===== src/rtl/monitor_host.sv =====
// Host-side initiator for the robin serial monitor protocol.
// Sends a 6-byte header, checks echoes, streams load data or forwards dump data.
module monitor_host #(
  parameter int unsigned TIMEOUT_WIDTH = 20,
  parameter logic [TIMEOUT_WIDTH-1:0] TIMEOUT = 20'hFFFFF
) (
  input  logic        clk,
  input  logic        reset_n,
  input  logic        cmd_valid,
  output logic        cmd_ready,
  input  logic [1:0]  cmd_op,
  input  logic [23:0] cmd_addr,
  input  logic [15:0] cmd_len,
  input  logic        wr_valid,
  output logic        wr_ready,
  input  logic [7:0]  wr_data,
  output logic        rd_valid,
  output logic [7:0]  rd_data,
  output logic        tx_valid,
  input  logic        tx_ready,
  output logic [7:0]  tx_data,
  input  logic        rx_valid,
  input  logic [7:0]  rx_data,
  output logic        busy,
  output logic        done,
  output logic        error,
  output logic [1:0]  err_code
);

  typedef enum logic [2:0] {
    S_IDLE,
    S_HDR_TX,
    S_HDR_ECHO,
    S_LD_FETCH,
    S_LD_TX,
    S_LD_ECHO,
    S_DUMP_RX,
    S_FIN
  } state_t;

  localparam logic [1:0] OP_LOAD = 2'd1;
  localparam logic [1:0] OP_DUMP = 2'd2;

  localparam logic [TIMEOUT_WIDTH-1:0] WD_ONE =
    {{(TIMEOUT_WIDTH-1){1'b0}}, 1'b1};

  state_t state_q, state_d;
  logic [1:0]  op_q, op_d;
  logic [23:0] addr_q, addr_d;
  logic [15:0] len_q, len_d;
  logic [2:0]  idx_q, idx_d;
  logic [7:0]  byte_q, byte_d;
  logic [TIMEOUT_WIDTH-1:0] wdog_q, wdog_d;
  logic        err_q, err_d;
  logic [1:0]  code_q, code_d;
  logic        rdv_q, rdv_d;
  logic [7:0]  rdd_q, rdd_d;

  logic [7:0]  hdr_byte;
  logic        wd_expired;

  // Header byte currently addressed by the index.
  always_comb begin
    hdr_byte = len_q[7:0];
    unique case (idx_q)
      3'd0:    hdr_byte = {6'd0, op_q};
      3'd1:    hdr_byte = addr_q[23:16];
      3'd2:    hdr_byte = addr_q[15:8];
      3'd3:    hdr_byte = addr_q[7:0];
      3'd4:    hdr_byte = len_q[15:8];
      default: hdr_byte = len_q[7:0];
    endcase
  end

  assign wd_expired = (wdog_q <= WD_ONE);

  // Next-state logic and handshake outputs.
  always_comb begin
    state_d   = state_q;
    op_d      = op_q;
    addr_d    = addr_q;
    len_d     = len_q;
    idx_d     = idx_q;
    byte_d    = byte_q;
    wdog_d    = wdog_q;
    err_d     = err_q;
    code_d    = code_q;
    rdv_d     = 1'b0;
    rdd_d     = rdd_q;
    cmd_ready = 1'b0;
    tx_valid  = 1'b0;
    tx_data   = 8'h00;
    wr_ready  = 1'b0;
    unique case (state_q)
      S_IDLE: begin
        cmd_ready = reset_n;
        if (cmd_valid) begin
          op_d   = cmd_op;
          addr_d = cmd_addr;
          len_d  = cmd_len;
          idx_d  = 3'd0;
          err_d  = 1'b0;
          code_d = 2'd0;
          if (cmd_op == 2'd0) begin
            err_d   = 1'b1;
            code_d  = 2'd3;
            state_d = S_FIN;
          end else begin
            state_d = S_HDR_TX;
          end
        end
      end
      S_HDR_TX: begin
        tx_valid = 1'b1;
        tx_data  = hdr_byte;
        if (tx_ready) begin
          wdog_d  = TIMEOUT;
          state_d = S_HDR_ECHO;
        end
      end
      S_HDR_ECHO: begin
        if (rx_valid) begin
          if (rx_data == hdr_byte) begin
            idx_d = idx_q + 3'd1;
            if (idx_q != 3'd5) begin
              state_d = S_HDR_TX;
            end else if (op_q == OP_LOAD && len_q != 16'd0) begin
              state_d = S_LD_FETCH;
            end else if (op_q == OP_DUMP && len_q != 16'd0) begin
              wdog_d  = TIMEOUT;
              state_d = S_DUMP_RX;
            end else begin
              state_d = S_FIN;
            end
          end else begin
            err_d   = 1'b1;
            code_d  = 2'd1;
            state_d = S_FIN;
          end
        end else if (wd_expired) begin
          err_d   = 1'b1;
          code_d  = 2'd2;
          state_d = S_FIN;
        end else begin
          wdog_d = wdog_q - WD_ONE;
        end
      end
      S_LD_FETCH: begin
        wr_ready = 1'b1;
        if (wr_valid) begin
          byte_d  = wr_data;
          state_d = S_LD_TX;
        end
      end
      S_LD_TX: begin
        tx_valid = 1'b1;
        tx_data  = byte_q;
        if (tx_ready) begin
          wdog_d  = TIMEOUT;
          state_d = S_LD_ECHO;
        end
      end
      S_LD_ECHO: begin
        if (rx_valid) begin
          if (rx_data == byte_q) begin
            len_d   = len_q - 16'd1;
            state_d = (len_q == 16'd1) ? S_FIN : S_LD_FETCH;
          end else begin
            err_d   = 1'b1;
            code_d  = 2'd1;
            state_d = S_FIN;
          end
        end else if (wd_expired) begin
          err_d   = 1'b1;
          code_d  = 2'd2;
          state_d = S_FIN;
        end else begin
          wdog_d = wdog_q - WD_ONE;
        end
      end
      S_DUMP_RX: begin
        if (rx_valid) begin
          rdv_d  = 1'b1;
          rdd_d  = rx_data;
          len_d  = len_q - 16'd1;
          wdog_d = TIMEOUT;
          if (len_q == 16'd1) begin
            state_d = S_FIN;
          end
        end else if (wd_expired) begin
          err_d   = 1'b1;
          code_d  = 2'd2;
          state_d = S_FIN;
        end else begin
          wdog_d = wdog_q - WD_ONE;
        end
      end
      S_FIN: begin
        state_d = S_IDLE;
      end
      default: begin
        state_d = S_IDLE;
      end
    endcase
  end

  // State and datapath registers with synchronous active-low reset.
  always_ff @(posedge clk) begin
    if (!reset_n) begin
      state_q <= S_IDLE;
      op_q    <= 2'd0;
      addr_q  <= 24'd0;
      len_q   <= 16'd0;
      idx_q   <= 3'd0;
      byte_q  <= 8'h00;
      wdog_q  <= '0;
      err_q   <= 1'b0;
      code_q  <= 2'd0;
      rdv_q   <= 1'b0;
      rdd_q   <= 8'h00;
    end else begin
      state_q <= state_d;
      op_q    <= op_d;
      addr_q  <= addr_d;
      len_q   <= len_d;
      idx_q   <= idx_d;
      byte_q  <= byte_d;
      wdog_q  <= wdog_d;
      err_q   <= err_d;
      code_q  <= code_d;
      rdv_q   <= rdv_d;
      rdd_q   <= rdd_d;
    end
  end

  assign busy     = (state_q != S_IDLE);
  assign done     = (state_q == S_FIN);
  assign error    = err_q;
  assign err_code = code_q;
  assign rd_valid = rdv_q;
  assign rd_data  = rdd_q;

endmodule


===== config.mk =====
export PLATFORM = sky130hd
export DESIGN_NAME = monitor_host
export DESIGN_NICKNAME = d
export VERILOG_FILES = /design/src/rtl/monitor_host.sv
export SDC_FILE = /design/constraint.sdc
export NUM_CORES = 1
export LEC_CHECK = 0
export ABC_CLOCK_PERIOD_IN_PS = 4350
export CELL_PAD_IN_SITES_DETAIL_PLACEMENT = 1
export CELL_PAD_IN_SITES_GLOBAL_PLACEMENT = 2
export CORE_MARGIN = 4
export CORE_UTILIZATION = 30
export DETAILED_ROUTE_END_ITERATION = 8
export GPL_ROUTABILITY_DRIVEN = 0
export HOLD_SLACK_MARGIN = 0.05
export PLACE_DENSITY_LB_ADDON = 0.1
export SYNTH_ARGS = -nofsm -noshare
export SYNTH_HDL_FRONTEND = slang
export SYNTH_SLANG_ARGS = --single-unit

===== constraint.sdc =====
create_clock -name clk -period 4.35 [get_ports clk]
set_clock_uncertainty 0.05 [all_clocks]
set_input_delay 0.6525 -clock clk [delete_from_list [all_inputs] [get_ports clk]]
set_output_delay 0.6525 -clock clk [all_outputs]
set_load 0.02 [all_outputs]

==> results of run 1 <==
## synthesized netlist by cell type, types with 3 or more instances
| master | number | share of area |
|---|---|---|
| a31oi_1 | 7 | 0.0086 |
| o31ai_1 | 10 | 0.015 |
| dfxtp_1 | 88 | 0.35 |
| nor4_1 | 13 | 0.016 |
| o21a_1 | 9 | 0.013 |
| o41a_1 | 3 | 0.0066 |
| a221oi_1 | 3 | 0.0052 |
| o211a_1 | 4 | 0.0079 |
| a22o_1 | 6 | 0.010 |
| o21ai_1 | 3 | 0.0029 |
| nor4b_1 | 4 | 0.0069 |
| nand2_1 | 132 | 0.097 |
| nor2b_1 | 4 | 0.0049 |
| and2_1 | 7 | 0.0086 |
| and3_1 | 4 | 0.0049 |
| o31a_1 | 21 | 0.036 |
| o21ai_0 | 42 | 0.041 |
| buf_1 | 4 | 0.0029 |
| nand2b_1 | 3 | 0.0037 |
| a211oi_1 | 5 | 0.0074 |
| nor2_1 | 47 | 0.035 |
| clkbuf_1 | 32 | 0.024 |
| or3_1 | 7 | 0.0086 |
| a21oi_1 | 78 | 0.077 |
| nor3_1 | 20 | 0.020 |
| buf_2 | 6 | 0.0059 |
| nand3b_1 | 3 | 0.0044 |
| nand4_1 | 6 | 0.0074 |
| nand3_1 | 15 | 0.015 |
| xnor2_1 | 17 | 0.029 |
| o21bai_1 | 6 | 0.0088 |
| ha_1 | 9 | 0.022 |
| inv_1 | 14 | 0.010 |
## cells by family (layout without fill, tap and decap cells)
kind of cell	after synthesis	in the layout	share of synthesized area
buf+inv	59	127	0.0486
mux	4	4	0.00835
simple gates	286	286	0.274
fa+ha+maj	9	9	0.0221
xor+xnor	17	17	0.0292
flops	88	88	0.346
compound gates	215	215	0.272
## layer usage
metal / global-route usage / wire [um] / vias up / share of wire
met5: 0 / 0 / - / 0
met4: 0.0452 / 243 / 0 / 0.014
met3: 0.0390 / 594 / 14 / 0.033
met2: 0.309 / 8520 / 88 / 0.48
met1: 0.246 / 8550 / 2518 / 0.48
li1: - / - / 2564 / -
## registers in the layout, summed over array words and instances, names as in the netlist
register	cells
addr_q	24
byte_q	8
err_code	2
error	1
idx_q	3
len_q	16
op_q	2
rd_data	8
rd_valid	1
state_q	3
wdog_q	20
## layout make-up
cell class | instances | area [um^2] | share of cell area
Clock buffer | 10 | 239 | 0.0369
Tap cell | 220 | 275 | 0.0425
Inverter | 15 | 56.3 | 0.00869
Clock inverter | 6 | 115 | 0.0178
Sequential cell | 88 | 1760 | 0.272
Timing Repair Buffer | 96 | 941 | 0.145
Multi-Input combinational cell | 531 | 3090 | 0.477
## final timing paths
check        slack (ps)  startpoint  cells past startpoint          to
max                 480    idx_q[0]                      7  tx_data[7]
min                 410  addr_q[15]                      2  addr_q[15]
max reg2reg         490    idx_q[0]                     12  wdog_q[19]
min reg2reg         410  addr_q[15]                      2  addr_q[15]
## power breakdown
part           leakage [nW]  switching [W]  internal (W)  total (W)
Combinational          1.34        0.00109      0.000729    0.00182
Clock                 0.169       0.000354      0.000581   0.000935
Sequential            0.720       0.000275       0.00101    0.00128
Total                  2.23        0.00172       0.00232    0.00404
## metrics by stage
step                      cell area, um^2   util  setup slack, ps  total power [W]  std cells
after CTS                            6480  0.389              273          0.00407        966
after floorplan                      5100      -              829          0.00254        678
after detailed placement             6130  0.368              291          0.00313        950
after global placement               6130  0.368              599          0.00305        950
final                                6480  0.390              477          0.00404        966
after global routing                 6480  0.390              178          0.00434        966
## worst register-to-register path, delay by kind of cell (launching register included)
kind | cells | cell delay [ps]
AOI/OAI and AO/OA | 4 | 1160
xor gates and xnor gates | 1 | 150
adders and majority gates | 1 | 490
buffers and inverters | 2 | 320
DFF | 1 | 340
and+or+nand+nor | 4 | 1240
==> summary.md, run 1 <==
| Metric | Value |
|---|---|
| Unrepaired setup endpoints after global routing | `false` |
| Final net count | `814` |
| Die width | `138 um` |
| Slowest stage delay, CP | `670 ps` |
| Avg Vias per Cell | `5.37` |
| Final setup viols | `0` |
| CP endpoint kind | `output pin` |
| Most frequent cells in the layout | `nand2_1 (132), dfxtp_1 (88), clkdlybuf4s50_1 (88)` |
| CP delay by family, top | `simple AND/OR/NAND/NOR gates` |
| DR pass1 iterations | `5` |
| WP data required | `3650 ps` |
| Ys flop type | `dfxtp_1` |
| Residual DRC | `0` |
| ANT nets after route | `0` |
| Lkg Pwr | `2.23 nW` |
| Clock sinks | `88` |
| Max-slew violation count | `0` |
| Largest net degree at the start of global routing | `65` |
| Cell Rows | `47` |
| Layout cell share with drive strength beyond 1 | `0.0590` |
| Total Routing Usage GR | `0.185` |
| Actual transition at the worst max-transition pin | `964 ps` |
| TritonCTS clock tree | `yes` |
| CTS H-tree depth | `3` |
| Root buffer cell | `clkbuf_16` |
| Crit-path cells | `inv_1 -> ha_1 -> nor4_4 -> or2_1 -> o31ai_1 -> o21ai_0 -> clkdlybuf4s50_1` |
| Register area share after synthesis | `0.346` |
| First-pass GRT wire length | `28900 um` |
| Mapped Cells | `~680` |
| Worst hold path type | `reg2reg` |
| PwrDens | `623 mW/mm^2` |
| Clock buffer depth | `2` |
| Post-CTS sizing | `0` |
| Area delta synth->final | `27.2%` |
| Clock transition at the registers of the reported paths | `70 ps` |
| Max Cap Viol | `0` |
| WL final | `~18000 um` |
| Total CTS buffers | `9` |
| Vias in the first global route | `5344` |
| Post-CTS Setup Bufs | `0` |
| CP arrival | `roughly 3200 ps` |
| Setup TNS | `0 ps` |
| Port buffer count | `88` |
| Synth async-reset ratio | `0` |
| Tcrit/Tclk final | `0.890` |
| Hpwl dp | `about 13000 um` |
| Mean Syn Cell Area | `7.52 um^2` |
| CP Class | `reg2out` |
| DR vias | `between 5000 and 6000` |
| # IOs | `89` |
| Worst-Skew Late Latency | `350 ps` |
| Starting Density | `0.306` |
| WL per Instance | `~19 um` |
| Final critical-path required period | `3870 ps` |
| Net Count, Synth | `751` |
| Count of different cell masters after synthesis | `67` |
| Final hold slack | `409 ps` |
| FILL cells | `2000` |
| Final Hold Fails | `0` |
| Critical path buffers and inverters | `2` |
| VDD IR max | `0.000229 V` |
| Number of hold buffers added after cts | `0` |
| Die height | `~140 um` |
| Die ar. | `0.0191 mm^2` |
| Number of synthesized flops with an enable pin | `0` |
| Mapped cell area | `about 0.005 mm^2` |
| Crit path launch type | `register` |
| Max frequency | `258 MHz` |
| Most common cell after layout, fill and taps aside | `nand2_1` |
| Initial antenna violation count | `0` |
| Status | `finished, final reports clean` |
| Slew margin rel. | `0.356` |
| Ys Warns | `0` |
| Crit-path max FO | `13` |
| Synth Register Bits | `88` |
| DR iter-0 viols | `335` |
| Core Box Area | `0.0166 mm^2` |
| Slowest stage cell, crit path | `clkdlybuf4s50_1` |
| # diodes | `0` |
| GRT overflow | `0` |
Power figures use the tool's default switching activity.
==> run 2, diff against run 1 <==
- CAP_MARGIN: not set -> 20
- GPL_TIMING_DRIVEN: not set -> 0
==> run 2 against run 1 <==
  * Combinational power grew 8%
  * Largest cell class unchanged
  * Critical path depth fell by 1
  * Critical path type is now in2out
  * Count of clock-buffer cells in the layout unchanged
  * Clock power shrank 17%
  * Non-clock buffer count rose by 34
==> summary.md, run 2 (synthesis results as in run 1) <==
| Metric | Value |
|---|---|
| TritonCTS clock tree | `yes` |
| Non-filler cells, final | `1000` |
| # diodes | `0` |
| Max-slew violation count | `0` |
| WHS Endpoint | `rd_data[6]` |
| CP endpoint kind | `output pin` |
| Final net count | `848` |
| Starting Density | `0.306` |
| VDD IR max | `0.000221 V` |
| Layout cell share with drive strength beyond 1 | `0.0577` |
| Final critical-path required period | `between 3000 and 4000 ps` |
| Port buffer count | `87` |
| Status | `finished, final reports clean` |
| Core Box Area | `between 0.015 and 0.02 mm^2` |
| Clock transition at the registers of the reported paths | `about 70 ps` |
| PwrDens | `607 mW/mm^2` |
| Final hold slack | `roughly 410 ps` |
| Clock sinks | `88` |
| Hpwl dp | `14500 um` |
| Residual DRC | `0` |
| Area delta synth->final | `28.3%` |
| CP Class | `in2out` |
| Final Hold Fails | `0` |
| Die ar. | `0.0191 mm^2` |
| WL final | `~19000 um` |
| Dpl ws | `99.5 ps` |
| Cell Rows | `47` |
| Largest reg by FF count | `addr_q` |
| Die height | `between 100 and 150 um` |
| Total Routing Usage GR | `0.196` |
| Actual transition at the worst max-transition pin | `864 ps` |
| FILL cells | `2018` |
| Unrepaired setup endpoints after global routing | `false` |
| Max reg flops | `24` |
| Worst hold path depth | `2` |
| Crit-path max FO | `10` |
| Total CTS buffers | `9` |
| Post-CTS Setup Bufs | `0` |
| Crit path launch type | `input pin` |
| Multi-input logic area | `between 0.003 and 0.004 mm^2` |
| CTS H-tree depth | `3` |
| Final setup viols | `0` |
| Max frequency | `253 MHz` |
| Worst hold path type | `reg2reg` |
| Root buffer cell | `clkbuf_16` |
| Setup TNS | `0 ps` |
| Vias in the first global route | `5654` |
| DR vias | `about 5300` |
| Most common cell after layout, fill and taps aside | `nand2_1` |
| Clock buffer depth | `2` |
| WL per Instance | `19.0 um` |
| R2R Path Start | `idx_q[2]` |
| Initial antenna violation count | `0` |
| Reg2reg path depth | `14` |
| RR Endpoint | `wdog_q[13]` |
| Hold Path Origin | `rd_data[6]` |
| ANT nets after route | `0` |
| Avg Vias per Cell | `5.32` |
| Top flop regs | `addr_q x24, wdog_q x20, len_q x16` |
| DR iter-0 viols | `294` |
| DR pass1 iterations | `4` |
| Sequential cell area | `0.00176 mm^2` |
| # IOs | `89` |
| Lkg Pwr | `around 2.2 nW` |
| Most frequent cells in the layout | `nand2_1 (132), dfxtp_1 (88), clkdlybuf4s50_1 (87)` |
| Placed cell count | `just under 1000` |
| First-pass GRT wire length | `30700 um` |
| Die width | `138 um` |
| Slew margin rel. | `0.418` |
| WP data required | `3650 ps` |
| Max Cap Viol | `0` |
| Worst-Skew Late Latency | `350 ps` |
| Tcrit/Tclk final | `0.910` |
| CP arrival | `3260 ps` |
| Final WS setup | `slightly below 400 ps` |
| Largest net degree at the start of global routing | `16` |
| GRT overflow | `0` |
| Reg2Reg Setup Slack | `450 ps` |
-- run 2: how the worst max path moves through the flow --
stage | slack [ps] | startpoint | endpoint
after global routing | 220 | idx_q[2] | wdog_q[13]
after floorplan | 830 | idx_q[2] | wdog_q[13]
after CTS | 70 | idx_q[2] | wdog_q[14]
final | 390 | reset_n | cmd_ready
after detailed placement | 100 | idx_q[2] | wdog_q[14]
after global placement | 180 | idx_q[2] | wdog_q[13]
-- run 2: final cells by class --
class / count / share of cell area
Clock buffer: 10 / 0.0365
Inverter: 15 / 0.00861
Timing Repair Buffer: 87 / 0.133
Sequential cell: 88 / 0.269
Tap cell: 220 / 0.0421
Buffer: 43 / 0.0287
Multi-Input combinational cell: 531 / 0.475
Clock inverter: 6 / 0.00651
-- run 2: layer usage --
layer  track usage  wire, um  up-vias  share of wire
met1         0.266      9300     2589           0.49
met2         0.325      8950       80           0.47
li1              -         -     2630              -
met5             0         0        -              0
met4        0.0546       286        0          0.015
met3        0.0307       430       18          0.023
-- run 2: power breakdown --
group	total (W)	switching [W]	internal (W)	leakage, nW
combinational	0.00197	0.00121	0.000766	1.38
sequential	0.00122	0.000216	0.00101	0.720
clock	0.000774	0.000369	0.000405	0.135
total	0.00397	0.00179	0.00218	2.24
-- run 2: worst max-delay path, stage by stage --
cell             delay (ps)
clkdlybuf4s50_1         600
inv_1                   140
clkbuf_1                590
clkbuf_1                580
nor2_1                  110
clkdlybuf4s50_1         570
-- run 2: per-stage QoR --
stage | power [W] | util | cell area (um^2)
5_1_grt | 0.00426 | 0.393 | 6540
3_5_place_dp | 0.00320 | 0.375 | 6240
2_1_floorplan | 0.00254 | - | 5100
6_report | 0.00397 | 0.393 | 6540
4_1_cts | 0.00398 | 0.392 | 6530
3_3_place_gp | 0.00313 | 0.375 | 6240
-- run 2: what timing repair did --
item                                    in CTS  in global routing
gates resized for setup                      0                  4
hold buffers                                 0                  0
endpoints found under the setup margin       0                 12
==> run 3, diff against run 2 <==
- ABC_CLOCK_PERIOD_IN_PS: 4350 -> 4100
- clock period: 4.35 -> 4.1 ns (I/O delays scaled with it)
==> run 3 against run 2 <==
  * Final area hardly changed
  * First-iteration DRC count is 14% higher
  * Critical path type unchanged
  * Final cell count stayed put
  * Hold slack stayed put
  * Highest routed layer unchanged
  * Largest power group unchanged
==> summary.md, run 3 (synthesis results as in run 1) <==
| Metric | Value |
|---|---|
| TritonCTS clock tree | `yes` |
| Max Cap Viol | `0` |
| GRT overflow | `0` |
| Dpl ws | `-150 ps` |
| Final critical-path required period | `3890 ps` |
| Clock transition at the registers of the reported paths | `~70 ps` |
| Initial antenna violation count | `0` |
| Actual transition at the worst max-transition pin | `866 ps` |
| DR iter-0 viols | `336` |
| ANT nets after route | `0` |
| VDD IR max | `around 0.00024 V` |
| Final setup viols | `0` |
| # IOs | `just under 90` |
| Fin area | `0.00654 mm^2` |
| Max-slew violation count | `0` |
| Number of hold buffers added after cts | `0` |
| Lkg Pwr | `between 2 and 2.5 nW` |
| Largest reg by FF count | `addr_q` |
| Largest net degree at the start of global routing | `20` |
| Slowest stage cell, crit path | `clkdlybuf4s50_1` |
| Port buffer count | `87` |
| Residual DRC | `0` |
| # diodes | `0` |
| Clock buffer depth | `2` |
| PwrDens | `~640 mW/mm^2` |
| WL final | `19000 um` |
| Final WS setup | `around 210 ps` |
| Final net count | `approximately 850` |
| Post-Place Cell Area | `about 0.0062 mm^2` |
| CP Class | `in2out` |
| Worst-Skew Late Latency | `350 ps` |
| CP arrival | `3230 ps` |
| Slowest stage delay, CP | `610 ps` |
| Crit-path max FO | `10` |
| Sequential cell area | `0.00176 mm^2` |
| Worst hold path type | `reg2reg` |
| Avg Vias per Cell | `5.29` |
| Total Routing Usage GR | `0.196` |
| WP data required | `3430 ps` |
| CP endpoint kind | `output pin` |
| Die height | `~140 um` |
| Die ar. | `between 0.015 and 0.02 mm^2` |
| Total CTS buffers | `9` |
| Max reg flops | `24` |
| DR pass1 iterations | `4` |
| Layout Utilization | `0.393` |
| DR vias | `roughly 5300` |
| CP delay by family, top | `buffers and inverters` |
| Clock sinks | `~90` |
| Critical path buffers and inverters | `5` |
| Crit-path cells | `clkdlybuf4s50_1 -> inv_1 -> clkbuf_1 -> clkbuf_1 -> nor2_1 -> clkdlybuf4s50_1` |
| Status | `finished, final reports clean` |
| Final Hold Fails | `0` |
| Slew margin rel. | `0.416` |
| Vias in the first global route | `5628` |
| Layout cell share with drive strength beyond 1 | `0.0577` |
| Multi-input logic area | `0.00311 mm^2` |
| WL per Instance | `19.0 um` |
| Core Box Area | `0.0166 mm^2` |
| Root buffer cell | `clkbuf_16` |
| Hpwl dp | `approximately 15000 um` |
| Most frequent cells in the layout | `nand2_1 (132), dfxtp_1 (88), clkdlybuf4s50_1 (87)` |
| Crit path launch type | `input pin` |
| Top flop regs | `addr_q x24, wdog_q x20, len_q x16` |
| First-pass GRT wire length | `around 31000 um` |
| FILL cells | `around 2000` |
| Die width | `138 um` |
| Starting Density | `0.306` |
| Tcrit/Tclk final | `0.950` |
| Most common cell after layout, fill and taps aside | `nand2_1` |
| CTS H-tree depth | `3` |
| Unrepaired setup endpoints after global routing | `false` |
| Area delta synth->final | `28.3%` |
| Cell Rows | `between 40 and 50` |
| Max frequency | `257 MHz` |
run 3: path summary, 6_finish.rpt:
path	start	to	slack, ps	depth (start not counted)
hold / removal	rd_data[6]	rd_data[6]	410	2
setup / recovery	reset_n	cmd_ready	210	6
setup reg to reg	idx_q[0]	wdog_q[13]	250	13
hold reg to reg	rd_data[6]	rd_data[6]	410	2
run 3: per-layer routing:
layer  global-route usage  share of wire  wire (um)
met5                    0              0          0
met1                0.265           0.48       9160
met4               0.0515          0.013        241
met2                0.327           0.47       8970
met3               0.0314          0.031        594
run 3: repair_timing:
item,CTS,global route
pin swaps,0,0
gates cloned,0,0
setup endpoints to repair,12,1
gates resized for setup,4,1
buffers inserted,0,0
run 3: where the power goes:
part           switching [W]  total [W]  internal [W]
clock               0.000389   0.000819      0.000430
combinational        0.00128    0.00209      0.000813
sequential          0.000229    0.00130       0.00107
total                0.00190    0.00421       0.00231
run 3: worst reg2reg max path, stage by stage (launching register included):
cell and delay [ps]:
dfxtp_1 410, inv_1 120, ha_1 290, nor4_4 530, or2_1 170, buf_2 190
o31ai_2 140, xnor2_1 150, nor3_1 350, and4_4 360, o21ai_1 130, buf_2 230
o41a_1 380, o31a_1 240
run 3: cell type report:
type	count	share of cell area
multi-input combinational	531	0.475
sequential	88	0.269
timing repair buffer	87	0.133
tap	220	0.0421
clock buffer	10	0.0365
buffer	43	0.0291
inverter	15	0.00861
clock inverter	6	0.00650
run 3: per-stage QoR:
step / total power (W) / setup TNS, ps / cells / hold slack, ps
after floorplan: 0.00270 / 0 / 678 / 382
after global placement: 0.00332 / -336 / 985 / 397
after detailed placement: 0.00339 / -1420 / 985 / 402
after CTS: 0.00423 / 0 / 1000 / 412
after global routing: 0.00452 / 0 / 1000 / 430
final: 0.00421 / 0 / 1000 / 411
